$ cat config.mk
export PLATFORM = sky130hd
export DESIGN_NAME = exec_unit_v2
export DESIGN_NICKNAME = d
export VERILOG_FILES = /design/src/rtl/exec_unit_pkg.sv /design/src/rtl/exec_unit_v2_mul.sv /design/src/rtl/exec_unit_v2.sv
export SDC_FILE = /design/constraint.sdc
export NUM_CORES = 1
export LEC_CHECK = 0
export ABC_AREA = 1
export BUFFER_PORTS_ARGS = -buffer_cell sky130_fd_sc_hd__buf_2
export CAP_MARGIN = 40
export CORE_ASPECT_RATIO = 0.9
export CORE_MARGIN = 4
export CORE_UTILIZATION = 25
export CTS_CLUSTER_DIAMETER = 60
export DETAILED_ROUTE_END_ITERATION = 7
export SLEW_MARGIN = 0
export SYNTH_ARGS = -nofsm -noshare
export SYNTH_HDL_FRONTEND = slang
export SYNTH_SLANG_ARGS = --single-unit
export TNS_END_PERCENT = 100
$ cat constraint.sdc
create_clock -name clk -period 2.2 [get_ports clk]
set_input_delay 0.11 -clock clk [delete_from_list [all_inputs] [get_ports clk]]
set_output_delay 0.11 -clock clk [all_outputs]
set_load 0.01 [all_outputs]
$ cat src/rtl/exec_unit_pkg.sv
// ============================================================================
// exec_unit_pkg : opcode map, control states and accumulator width helper
//                 shared by the exec_unit_v2 files.
// Revision      : 1.0  initial release
// ============================================================================
`default_nettype none

package exec_unit_pkg;

  localparam logic [7:0] OP_NOP  = 8'h00;
  localparam logic [7:0] OP_LDA  = 8'h01;
  localparam logic [7:0] OP_LDB  = 8'h02;
  localparam logic [7:0] OP_LDO  = 8'h03;
  localparam logic [7:0] OP_LDSA = 8'h04;
  localparam logic [7:0] OP_LDSB = 8'h05;
  localparam logic [7:0] OP_LSH  = 8'h06;
  localparam logic [7:0] OP_RSH  = 8'h07;
  localparam logic [7:0] OP_ADD  = 8'h08;
  localparam logic [7:0] OP_SUB  = 8'h09;
  localparam logic [7:0] OP_AND  = 8'h0A;
  localparam logic [7:0] OP_OR   = 8'h0B;
  localparam logic [7:0] OP_XOR  = 8'h0C;
  localparam logic [7:0] OP_INV  = 8'h0D;
  localparam logic [7:0] OP_CLR  = 8'h0E;
  localparam logic [7:0] OP_SNZA = 8'h0F;
  localparam logic [7:0] OP_SNZS = 8'h10;
  localparam logic [7:0] OP_MUL  = 8'h11;

  typedef enum logic [0:0] {
    ST_IDLE     = 1'b0,
    ST_MUL_BUSY = 1'b1
  } state_t;

  function automatic int acc_width(input int data_w);
    return 2 * data_w;
  endfunction

endpackage

`default_nettype wire

$ cat src/rtl/exec_unit_v2_mul.sv
// ============================================================================
// shift_add_multiplier : unsigned DATA_W x DATA_W multiplier, one partial
//                        product per cycle; done marks the final iteration.
// Revision             : 1.0  initial release
// ============================================================================
`default_nettype none

module shift_add_multiplier #(
  parameter int DATA_W = 4
) (
  input  logic                  clk,
  input  logic                  reset,
  input  logic                  start,
  input  logic [DATA_W-1:0]     a,
  input  logic [DATA_W-1:0]     b,
  output logic [2*DATA_W-1:0]   product,
  output logic                  done
);

  localparam int CNT_W = $clog2(DATA_W + 1);

  logic                 busy;
  logic [CNT_W-1:0]     cnt;
  logic [2*DATA_W-1:0]  mcand;
  logic [2*DATA_W-1:0]  prod;
  logic [DATA_W-1:0]    mplier;
  logic [2*DATA_W-1:0]  partial;

  // product is the running sum including this cycle's partial term
  assign partial = mplier[0] ? mcand : '0;
  assign product = prod + partial;
  assign done    = busy && (cnt == CNT_W'(DATA_W - 1));

  always_ff @(posedge clk or negedge reset) begin
    if (!reset) begin
      busy   <= 1'b0;
      cnt    <= '0;
      mcand  <= '0;
      mplier <= '0;
      prod   <= '0;
    end else if (start) begin
      busy   <= 1'b1;
      cnt    <= '0;
      mcand  <= {{DATA_W{1'b0}}, a};
      mplier <= b;
      prod   <= '0;
    end else if (busy) begin
      prod   <= product;
      mcand  <= mcand << 1;
      mplier <= mplier >> 1;
      cnt    <= cnt + CNT_W'(1);
      if (done) busy <= 1'b0;
    end
  end

endmodule

`default_nettype wire

$ cat src/rtl/exec_unit_v2.sv
// ============================================================================
// exec_unit_v2 : accumulator execution unit with shift register, skip logic
//                and optional multi-cycle multiply (EXEC_UNIT_MUL_EN).
// Revision     : 1.0  initial release
// ============================================================================
`default_nettype none

module exec_unit_v2
  import exec_unit_pkg::*;
#(
  parameter int  DATA_W = 4,
  parameter int  OPC_W  = 8,
  localparam int ACC_W  = acc_width(DATA_W)
) (
  input  logic                clk,
  input  logic                reset,
  input  logic                start,
  input  logic [OPC_W-1:0]    opcode,
  input  logic [2*DATA_W-1:0] operand,
  output logic                ready,
  output logic [ACC_W-1:0]    cpu_out,
  output logic                valid_out,
  output logic                ovf,
  output logic                skip_pend
);

  localparam int OPX = (OPC_W > 8) ? OPC_W : 8;

  logic [DATA_W-1:0] a, b;
  logic [ACC_W-1:0]  s, acc, ab;
  logic              sf;
  logic [ACC_W:0]    add_r, sub_r;
  logic [OPX-1:0]    opc_x;
  logic              accept, exec;
  logic              sf_unused;

  // SF is architectural state with no reader inside this block
  assign sf_unused = sf;

  assign opc_x  = OPX'(opcode);
  assign ab     = {a, b};
  assign add_r  = {1'b0, acc} + {1'b0, ab};
  assign sub_r  = {1'b0, acc} - {1'b0, ab};
  assign accept = start && ready;
  assign exec   = accept && !skip_pend;

`ifdef EXEC_UNIT_MUL_EN
  state_t             state, next_state;
  logic               mul_start, mul_done;
  logic [ACC_W-1:0]   mul_product;

  assign mul_start = exec && (opc_x == OPX'(OP_MUL));

  shift_add_multiplier #(.DATA_W(DATA_W)) u_mul (
    .clk     (clk),
    .reset   (reset),
    .start   (mul_start),
    .a       (a),
    .b       (b),
    .product (mul_product),
    .done    (mul_done)
  );

  always_ff @(posedge clk or negedge reset) begin
    if (!reset) state <= ST_IDLE;
    else        state <= next_state;
  end

  always_comb begin
    next_state = state;
    ready      = 1'b0;
    case (state)
      ST_IDLE: begin
        ready = 1'b1;
        if (mul_start) next_state = ST_MUL_BUSY;
      end
      ST_MUL_BUSY: if (mul_done) next_state = ST_IDLE;
      default: next_state = ST_IDLE;
    endcase
  end
`else
  assign ready = 1'b1;
`endif

  always_ff @(posedge clk or negedge reset) begin
    if (!reset) begin
      a         <= '0;
      b         <= '0;
      s         <= '0;
      sf        <= 1'b0;
      acc       <= '0;
      cpu_out   <= '0;
      ovf       <= 1'b0;
      skip_pend <= 1'b0;
      valid_out <= 1'b0;
    end else begin
      valid_out <= 1'b0;
      if (accept && skip_pend) begin
        skip_pend <= 1'b0;
      end else if (exec) begin
        case (opc_x)
          OPX'(OP_LDA):  a <= operand[2*DATA_W-1:DATA_W];
          OPX'(OP_LDB):  b <= operand[DATA_W-1:0];
          OPX'(OP_LDO): begin
            cpu_out   <= acc;
            valid_out <= 1'b1;
          end
          OPX'(OP_LDSA): begin
            s  <= {{DATA_W{1'b0}}, a};
            sf <= 1'b0;
          end
          OPX'(OP_LDSB): begin
            s  <= {{DATA_W{1'b0}}, b};
            sf <= 1'b0;
          end
          OPX'(OP_LSH): begin
            s  <= s << 1;
            sf <= s[ACC_W-1];
          end
          OPX'(OP_RSH): begin
            s  <= s >> 1;
            sf <= s[0];
          end
          OPX'(OP_ADD): begin
            acc <= add_r[ACC_W-1:0];
            if (add_r[ACC_W]) ovf <= 1'b1;
          end
          OPX'(OP_SUB): begin
            acc <= sub_r[ACC_W-1:0];
            if (sub_r[ACC_W]) ovf <= 1'b1;
          end
          OPX'(OP_AND):  acc <= acc & ab;
          OPX'(OP_OR):   acc <= acc | ab;
          OPX'(OP_XOR):  acc <= acc ^ ab;
          OPX'(OP_INV):  acc <= ~acc;
          OPX'(OP_CLR): begin
            acc <= '0;
            ovf <= 1'b0;
          end
          OPX'(OP_SNZA): if (a == '0) skip_pend <= 1'b1;
          OPX'(OP_SNZS): if (s == '0) skip_pend <= 1'b1;
          default: ;
        endcase
      end
`ifdef EXEC_UNIT_MUL_EN
      if (mul_done) acc <= mul_product;
`endif
    end
  end

endmodule

`default_nettype wire
* Word level (Yosys, flattened, before mapping)
Cells that the tools add are included.
Word-level totals: word-level logic and storage cells 65, register bits after elaboration 35
Operators by class: equality and inequality tests 20, muxes and demuxes 13, bitwise gates (word level) 5, add/subtract/negate cells 2, reduce and logical (&&, ||, !) cells 17
Operator list (count):
- 8-bit by 4-bit equality test with 1-bit output, second input constant | 8
- 8-bit case mux with 7 select lines | 1
- 8-bit by 3-bit equality test with 1-bit output, second input constant | 4
- 8-bit case mux with 4 select lines | 1
- 8-bit by 2-bit equality test with 1-bit output, second input constant | 2
- 3-bit AND reduction | 5
- 8-bit by 8-bit adder with 9-bit output | 1
- 1-bit two-way mux | 9
- 8-bit by 8-bit subtractor with 9-bit output | 1
- 8-bit AND | 1
- 8-bit by 1-bit equality test with 1-bit output, second input constant | 1
- 8-bit by 5-bit equality test with 1-bit output, second input constant | 1
- 8-bit logical NOT | 1
- 8-bit inverter | 1
- 8-bit OR | 1
- 8-bit bitwise XOR | 1
- 7-bit nonzero test | 1
- 3-bit != test, second input constant | 2
- 3-bit nonzero test | 2
- 5-bit AND reduction | 1
- 4-bit logical NOT | 1
- 2-bit != test, second input constant | 2
- 4-bit AND reduction | 1
- 4-bit nonzero test | 1
- other kinds (6) | 7

* Depth between registers and ports, before layout
Gate-level depths: netlist (run 1).
depth after elaboration 5, gate-level depth with buffers 14, depth with buffers taken out 13

* Worst setup path before layout (run 1)
No wires, ideal clock.
path type register -> register, start reg b[0], end reg acc[6], setup slack 0.382 ns, required time 2.084 ns, period minus slack after synthesis 1.818 ns, data arrival time 1.701 ns, setup time 0.116 ns, stages on the path, launching flop included 11, cells stage by stage dfrtp_1 ha_1 fa_1 o21ai_0 nand3b_1 nand2_1 nand2_1 nand3_1 nand3_1 nand2_1 nand2_1
Between the ends: cells in the longest elaborated chain, start to end 2, elaborated cells on any way between the ends 3, those cells by class 2 x add/sub; 1 x mux
RTL lines:
- start: declaration | RTL line exec_unit_v2.sv:29 | logic [DATA_W-1:0] a, b;
- start signal: assignment | RTL line exec_unit_v2.sv:103 | OPX'(OP_LDB): b <= operand[DATA_W-1:0];
- 8-bit by 8-bit subtractor with 9-bit output or 8-bit by 8-bit adder with 9-bit output (tied branches) | RTL line exec_unit_v2.sv:43, exec_unit_v2.sv:42
- 8-bit case mux with 7 select lines (*) | RTL line exec_unit_v2.sv:101 | case (opc_x)
- end signal: assignment | RTL line exec_unit_v2.sv:125 | acc <= add_r[ACC_W-1:0];
- end signal: assignment | RTL line exec_unit_v2.sv:129 | acc <= sub_r[ACC_W-1:0];
- end signal: assignment | RTL line exec_unit_v2.sv:132 | OPX'(OP_AND): acc <= acc & ab;
- end: declaration | RTL line exec_unit_v2.sv:30 | logic [ACC_W-1:0] s, acc, ab;
Every way passes the cells marked *; elsewhere a longest branch is shown, timed or not. A chain may end at the register's enable or synchronous reset.

* Final worst setup path (run 1)
start reg b[0], end reg ovf
Between the ends: cells in the longest elaborated chain, start to end 3, elaborated cells on any way between the ends 5, those cells by class 2 x add/sub; 2 x eq/ne; 1 x reduce/logical
RTL lines:
- 8-bit by 8-bit subtractor with 9-bit output or 8-bit by 8-bit adder with 9-bit output (tied branches) | RTL line exec_unit_v2.sv:43, exec_unit_v2.sv:42
- 2-bit != test (no line)
- 5-bit AND reduction (no line) (*)
- end signal: assignment | RTL line exec_unit_v2.sv:93 | ovf <= 1'b0;
- end signal: assignment | RTL line exec_unit_v2.sv:126 | if (add_r[ACC_W]) ovf <= 1'b1;
- end signal: assignment | RTL line exec_unit_v2.sv:130 | if (sub_r[ACC_W]) ovf <= 1'b1;
- end: declaration | RTL line exec_unit_v2.sv:23 | output logic ovf,
Marks and branches as above.

==> results of run 1 <==
==> worst max-delay path, delay by kind of cell, from the launching register on <==
family        cells  cell delay [ns]
buf+inv           1             0.08
simple gates      9             0.81
flops             1             0.40
fa+ha+maj         2             0.61
==> through the flow <==
step	power, mW	cell area (um^2)	worst slack (ns)	hold slack [ns]	util [%]
final	2.088	3515	0.1764	0.03896	30.25
after floorplan	1.184	3009	0.3823	-0.1856	-
after global routing	2.238	3515	0.01571	0.04145	30.25
after global placement	1.353	3331	0.1944	0.2764	28.66
after detailed placement	1.366	3358	0.1664	0.09694	28.90
after CTS	2.113	3512	0.1519	0.03471	30.23
==> sequential cells by signal, summed over array words and instances, names as in the netlist <==
name / count
a: 4
acc: 8
b: 4
cpu_out: 8
ovf: 1
s: 8
skip_pend: 1
valid_out: 1
==> per-layer routing <==
layer,global-route usage [%],vias up
met5,0,-
met4,5.756,0
met3,3.023,24
met2,18.13,63
met1,18.62,1339
li1,-,1464
==> placed cells by master (no fill, tap or decap), drive strengths merged, types with 6 or more instances in the layout <==
cell	netlist	final
inv	71	71
buf	5	33
dfrtp	35	35
nor2	42	42
nand4	9	9
a21oi	19	19
nand2	140	140
o21ai	30	30
clkbuf	2	6
nor3	6	6
ha	24	24
nand3	27	27
mux2	8	8
==> power by group through the flow <==
| stage | Combinational [mW] | Sequential, mW | Clock [mW] |
|---|---|---|---|
| after floorplan | 0.422 | 0.762 | 0 |
| after global placement | 0.584 | 0.769 | 0 |
| after detailed placement | 0.594 | 0.772 | 0 |
| after CTS | 0.599 | 0.761 | 0.754 |
| after global routing | 0.690 | 0.770 | 0.778 |
| final | 0.600 | 0.761 | 0.728 |
==> worst max-delay path by stage <==
stage	cells past startpoint	to
3_5_place_dp	10	acc[6]
3_3_place_gp	10	acc[6]
2_1_floorplan	10	acc[6]
5_1_grt	12	ovf
6_report	12	ovf
4_1_cts	12	ovf
==> timing repair <==
item                                   CTS  global route
endpoints found under the hold margin   14             0
setup endpoints to repair                0             3
hold buffers                             1             0
gates resized for setup                  0             3
==> final cells by class <==
type                    instances  area, um^2
fillers                      1257        8105
repair buffers                 34       205.2
inverters                      71       266.5
flip-flops and latches         35       878.3
well taps                     156       195.2
clock buffers                   6       138.9
clock inverters                 1       5.005
multi-input cells             329        1826
==> cells by family (layout without fill, tap and decap cells) <==
| logic type | count (synthesis) | count (layout) | share of synthesized area, % |
|---|---|---|---|
| muxes | 8 | 8 | 2.994 |
| adders and majority gates | 26 | 26 | 11.31 |
| buffers and inverters | 78 | 112 | 10.23 |
| DFF | 35 | 35 | 29.11 |
| xor gates and xnor gates | 4 | 4 | 1.164 |
| AOI/OAI and AO/OA | 60 | 60 | 10.81 |
| other | 1 | 1 | 0.1246 |
| and+or+nand+nor | 230 | 230 | 34.26 |
==> results.rst, run 1 <==
.. list-table::
   :header-rows: 1

   * - Metric
     - Value
   * - Number of antenna repair diodes
     - 0
   * - Number of rows in the core area
     - 37
   * - Largest buffer count on any clock path
     - 2
   * - Number of search-and-repair iterations in the first detailed-routing pass
     - 5
   * - Outcome
     - finished clean
   * - Final worst-path cycle share
     - 91.98%
   * - Skew-Pair Late Insertion Delay
     - 0.29 ns
   * - Mean cell area of the mapped netlist
     - 6.808 um^2
   * - Synth top area cells
     - sky130_fd_sc_hd__dfrtp_1 29%, sky130_fd_sc_hd__nand2_1 17%, sky130_fd_sc_hd__ha_1 10%
   * - Clock transition at the registers of the reported paths
     - 0.06 ns
   * - Source of the worst register-to-register timing path
     - b[0]
   * - Half-perimeter wire length after placement
     - around 6900 um
   * - Worst vdd ir
     - 225.7 uV
   * - Overall fraction of global-route tracks in use
     - 12.91%
   * - Net count after synthesis
     - just under 500
   * - CP Cell Sequence
     - ha_1, inv_1, fa_1, nand3b_1, nand2_1, nand2_1, nand3_1, nand2_1, nor2_1, nand2_1, nand2_1, nand2_1
   * - Count of buffers added by post-CTS timing repair for setup
     - 0
   * - Length of routed wiring on met1
     - 4242 um
   * - Data arrival, critical path
     - between 2 and 2.5 ns
   * - Critical-path maximum fanout
     - 5
   * - X dimension of the die
     - approximately 120 um
   * - Tightest Hold Check Type
     - in -> reg
   * - TritonCTS sink count
     - 35
   * - Power share of the combinational group
     - 28.7%
   * - Port Buffer Count
     - 29
   * - Starting DRC count in detailed routing
     - 171
   * - Worst setup path category
     - reg -> reg
   * - Topmost layer with routed signal wires
     - met4
   * - Final WL
     - 8652 um
   * - R2r endpoint
     - ovf
   * - Total gr overflow
     - 0
   * - Cell taking the most area after synthesis
     - sky130_fd_sc_hd__dfrtp_1
   * - Switching power
     - 725.8 uW
   * - Most frequent cells after synthesis
     - 137 x sky130_fd_sc_hd__nand2_1, 65 x sky130_fd_sc_hd__inv_1, 35 x sky130_fd_sc_hd__dfrtp_1
   * - Flip-flop and latch count after synthesis
     - 35
   * - Count of distinct cell types in the synthesized netlist
     - 37
   * - Final routed wire length divided by cell count
     - 13.69 um
   * - Setup Skew
     - 0.003449 ns
   * - Number of remaining DRC errors
     - 0
   * - R2R depth
     - 12
   * - H-tree levels
     - 2
   * - Initial antenna violation count
     - 0
   * - Setup slack of the most critical reg-to-reg path
     - 0.18 ns
   * - Post-Synthesis Cells
     - around 440
   * - Cell Int Power
     - 1.363 mW
   * - Max Freq
     - between 0.4 and 0.5 GHz
   * - Total number of vias
     - 2,890
   * - Height of the chip
     - 112.1 um
   * - TritonCTS buffer count
     - 5
   * - Min cycle time layout
     - 2.024 ns
   * - Fraction of layout cells with a size suffix above 1
     - 14.50%
   * - Final GP Congestion
     - 0.9416
   * - Power share of the sequential group
     - 36.4%
   * - Setup tns final
     - 0 ns
   * - Starting density of the core
     - about a quarter
   * - Worst Path Required
     - 2.38 ns
   * - Core ar.
     - roughly 12,000 um^2
   * - Cell with the largest stage delay on the worst path
     - sky130_fd_sc_hd__dfrtp_2
   * - Cell repeated most along the worst path
     - sky130_fd_sc_hd__nand2_1
   * - Area growth from synthesis to layout
     - 16.80%
   * - Worst Setup SP
     - b[0]
   * - Slowest cell delay on critical path
     - 0.40 ns
   * - Hold Startpoint
     - operand[6]
   * - Library cell with the highest instance count after synthesis
     - sky130_fd_sc_hd__nand2_1
   * - Final hold viol count
     - 0
   * - Number of enable flip-flop cells after synthesis
     - 0
   * - Number of slew-limit violations in the final report
     - 0
   * - Hold Path Cell Cnt
     - 2
   * - Root Buffer Master
     - sky130_fd_sc_hd__clkbuf_16
   * - Cell count after placement
     - 624
   * - Fraction of registers with async set or reset after synthesis
     - 100.0%
   * - Post-synthesis sequential area ratio
     - 29.11%
   * - Post-synth top area share
     - 29.11%
   * - Routed met2 length
     - 3651 um
   * - Setup Viol. Count Final
     - 0
   * - Power per unit of standard cell area
     - 594.2 nW/um^2
   * - Total Nets Final
     - approximately 520
   * - Area of the die
     - between 10,000 and 15,000 um^2
   * - Portion of total power attributed to the clock network
     - 34.9%
   * - Maximum number of pins on one net before global-route repair
     - 22
   * - Vias in the first global route
     - 2,818
   * - Post-DR vias/cell
     - 4.573
   * - Startpoint types
     - flop
   * - Sink of the worst hold path
     - a[2]
   * - TritonCTS clock tree
     - done
   * - Crit. End Element
     - flop
   * - DR WL met3
     - 424 um
   * - Remaining antenna violation count
     - 0
   * - Share of total power consumed by net switching
     - a little over a third
   * - Number of I/O pins
     - 31
   * - Maximum capacitance violations
     - 0
   * - Warnings, synthesis
     - 0
   * - Leakage power of the design
     - around 1.8 nW
   * - Dominant synthesized flop cell
     - sky130_fd_sc_hd__dfrtp_1
   * - Wire length of the first global-routing pass
     - 14,190 um
   * - Post-Layout Cell Count
     - 632
   * - RSZ-0062 raised after global routing
     - no
   * - Syn Std Cell Area
     - 3009 um^2
(Power assumes the default switching activity.)
==> run 2: changes to the inputs <==
--- a/config.mk
+++ b/config.mk
@@ -13,6 +13,7 @@
 export CORE_UTILIZATION = 25
 export CTS_CLUSTER_DIAMETER = 60
 export DETAILED_ROUTE_END_ITERATION = 7
+export PLACE_DENSITY = 0.41
 export SLEW_MARGIN = 0
 export SYNTH_ARGS = -nofsm -noshare
 export SYNTH_HDL_FRONTEND = slang
==> results.rst, run 2 (synthesized netlist as in run 1, its figures left out) <==
.. list-table::
   :header-rows: 1

   * - Metric
     - Value
   * - Tightest Hold Check Type
     - in -> reg (unchanged)
   * - Clock transition at the registers of the reported paths
     - 0.06 ns (about the same)
   * - Area growth from synthesis to layout
     - 17.84% (was 16.80%)
   * - Max Freq
     - 0.4937 GHz (was 0.4942 GHz)
   * - Maximum number of pins on one net before global-route repair
     - 22 (unchanged)
   * - Portion of total power attributed to the clock network
     - 38.1% (was 34.9%)
   * - Worst setup path category
     - reg -> reg (unchanged)
   * - Remaining antenna violation count
     - 0 (unchanged)
   * - Area of the die
     - 13,860 um^2 (unchanged)
   * - Number of rows in the core area
     - 37 (unchanged)
   * - Worst Tran Pin Value
     - between 0.5 and 0.6 ns
   * - Vias in the first global route
     - 2,810 (was 2,818)
   * - Hold Path Cell Cnt
     - 2 (unchanged)
   * - TritonCTS clock tree
     - done (unchanged)
   * - Starting density of the core
     - 25.90% (unchanged)
   * - Worst path depth
     - 12 (unchanged)
   * - Half-perimeter wire length after placement
     - 7713 um (was 6888 um)
   * - TritonCTS sink count
     - 35 (unchanged)
   * - RSZ-0062 raised after global routing
     - no (unchanged)
   * - Startpoint types
     - flop (unchanged)
   * - Core ar.
     - 11,620 um^2 (unchanged)
   * - Cell with the largest stage delay on the worst path
     - sky130_fd_sc_hd__dfrtp_2 (unchanged)
   * - Overall fraction of global-route tracks in use
     - 14.10% (was 12.91%)
   * - X dimension of the die
     - 123.6 um (unchanged)
   * - Fraction of layout cells with a size suffix above 1
     - 14.85% (was 14.50%)
   * - Post-DR vias/cell
     - 4.495 (was 4.573)
   * - Final GP Congestion
     - 0.9215 (was 0.9416)
   * - Non-Filler Cell Area, Final
     - 3546 um^2 (was 3515 um^2)
   * - Number of remaining DRC errors
     - 0 (unchanged)
   * - Initial antenna violation count
     - 0 (unchanged)
   * - Met3 track demand over resource
     - 2.620% (was 3.023%)
   * - Worst vdd ir
     - 379.1 uV (was 225.7 uV)
   * - TritonCTS buffer count
     - 5 (unchanged)
   * - Final worst-path cycle share
     - 92.07% (was 91.98%)
   * - Setup Viol. Count Final
     - 0 (unchanged)
   * - Power share of the combinational group
     - 27.6% (was 28.7%)
   * - Wire length of the first global-routing pass
     - 15,070 um (was 14,190 um)
   * - Final routed wire length divided by cell count
     - 14.82 um (was 13.69 um)
   * - Routing usage on met1
     - 21.28% (was 18.62%)
   * - Port Buffer Count
     - 29 (unchanged)
   * - Power share of the sequential group
     - 34.3% (was 36.4%)
   * - Worst Path Required
     - 2.38 ns (about the same)
   * - Total gr overflow
     - 0 (unchanged)
   * - Post-Layout Cell Count
     - 634 (was 632)
   * - R2R depth
     - 12 (unchanged)
   * - Min cycle time layout
     - 2.026 ns (was 2.024 ns)
   * - Most common cell after layout, fill and taps aside
     - sky130_fd_sc_hd__nand2_1 (unchanged)
   * - Max-Slew Margin vs Limit
     - 66.45%
   * - Largest registers
     - acc x8, cpu_out x8, s x8 (unchanged)
   * - Total number of vias
     - 2,850 (was 2,890)
   * - Skew-Pair Late Insertion Delay
     - 0.28 ns (was 0.29 ns)
   * - Number of antenna repair diodes
     - 0 (unchanged)
   * - Family with the most delay on the worst path
     - simple AND/OR/NAND/NOR gates (unchanged)
   * - Critical-path maximum fanout
     - 5 (unchanged)
   * - Cell repeated most along the worst path
     - sky130_fd_sc_hd__nand2_1 (unchanged)
   * - Share of total power consumed by net switching
     - 32.90% (was 34.76%)
   * - Setup Skew
     - 0.007624 ns (was 0.003449 ns)
   * - Cell count after placement
     - 625 (was 624)
   * - Starting DRC count in detailed routing
     - 242 (was 171)
   * - Slowest cell delay on critical path
     - 0.40 ns (about the same)
   * - Outcome
     - finished clean (unchanged)
   * - Final hold viol count
     - 0 (unchanged)
   * - Area of placed instances
     - 3358 um^2 (unchanged)
   * - Total Nets Final
     - 522 (was 521)
   * - Maximum capacitance violations
     - 0 (unchanged)
   * - Filler Cells Inserted
     - 1,284 (was 1,257)
   * - Setup tns final
     - 0 ns (unchanged)
   * - Largest buffer count on any clock path
     - 2 (unchanged)
   * - Number of search-and-repair iterations in the first detailed-routing pass
     - 4 (was 5)
   * - Cell Int Power
     - 1.487 mW (was 1.363 mW)
   * - Crit. End Element
     - flop (unchanged)
   * - H-tree levels
     - 2 (unchanged)
   * - Height of the chip
     - 112.1 um (unchanged)
   * - Data arrival, critical path
     - 2.20 ns (about the same)
   * - Global routing usage on met2
     - 20.94% (was 18.13%)
   * - Number of I/O pins
     - 31 (unchanged)
   * - Final WL
     - 9399 um (was 8652 um)
   * - Footprint of the flip-flops and latches
     - 877.1 um^2 (was 878.3 um^2)
   * - GRT Max-Usage Layer
     - met1 (unchanged)
   * - Commonest cells after routing, fill and taps aside
     - 136 x sky130_fd_sc_hd__nand2_1, 65 x sky130_fd_sc_hd__inv_1, 34 x sky130_fd_sc_hd__dfrtp_1 (was 137 x sky130_fd_sc_hd__nand2_1, 65 x sky130_fd_sc_hd__inv_1, 33 x sky130_fd_sc_hd__dfrtp_1)
   * - Worst path buffer plus inverter count
     - 1 (unchanged)
   * - Switching power
     - 729.1 uW (was 725.8 uW)
   * - Power per unit of standard cell area
     - 625.0 nW/um^2 (was 594.2 nW/um^2)
   * - Root Buffer Master
     - sky130_fd_sc_hd__clkbuf_16 (unchanged)
   * - Footprint of the multi-input gates
     - 1828 um^2 (was 1826 um^2)
   * - Number of slew-limit violations in the final report
     - 0 (unchanged)
   * - Leakage power of the design
     - 1.801 nW (was 1.784 nW)
   * - CP Cell Sequence
     - ha_1, inv_1, fa_1, nand3b_1, nand2_2, nand2_1, nand3_1, nand2_1, nor2_1, nand2_1, nand2_1, nand2_1 (was ha_1, inv_1, fa_1, nand3b_1, nand2_1, nand2_1, nand3_1, nand2_1, nor2_1, nand2_1, nand2_1, nand2_1)
==> run 2: routing by layer <==
layer  wire length (um)  up-vias  share of wire [%]
met5                  0        -                  0
li1                   -     1483                  -
met2               3995       62                 43
met3                480        7                5.1
met1               4839     1298                 51
met4                 85        0               0.90
==> run 2: area by class of cell <==
class	count	share of cell area (%)
Multi-Input combinational cell	329	51.55
Sequential cell	35	24.74
Inverter	71	7.516
Timing Repair Buffer	35	5.787
Tap cell	156	5.505
Clock buffer	6	3.917
Clock inverter	2	0.9880
==> run 2: what timing repair did <==
item	in CTS	in global routing
hold endpoints to repair	14	0
resized for setup	0	3
setup buffers	0	0
endpoints found under the setup margin	0	3
hold buffers	1	0
==> run 2: worst paths after layout <==
path	startpoint	slack [ns]	end
hold / removal	operand[2]	0.03	b[2]
setup reg to reg	b[0]	0.17	ovf
max in group asynchronous	reset	1.43	b[0]
setup / recovery	b[0]	0.17	ovf
min in group asynchronous	reset	0.29	acc[3]
hold reg to reg	cpu_out[7]	0.48	cpu_out[7]
==> run 2: power groups by stage <==
| stage | registers, mW | logic, mW | clock network (mW) |
|---|---|---|---|
| after floorplan | 0.762 | 0.422 | 0 |
| after global placement | 0.771 | 0.612 | 0 |
| after detailed placement | 0.774 | 0.612 | 0 |
| after CTS | 0.762 | 0.618 | 0.878 |
| after global routing | 0.770 | 0.705 | 0.903 |
| final | 0.761 | 0.611 | 0.844 |
==> run 2: per-stage QoR <==
stage	util, %	hold slack (ns)	total power [mW]	setup slack, ns
2_1_floorplan	-	-0.1856	1.184	0.3823
3_3_place_gp	28.73	0.2954	1.383	0.1675
3_5_place_dp	28.90	0.07226	1.386	0.1323
4_1_cts	30.48	0.03061	2.257	0.1272
5_1_grt	30.52	0.04380	2.378	0.01695
6_report	30.52	0.03438	2.216	0.1745
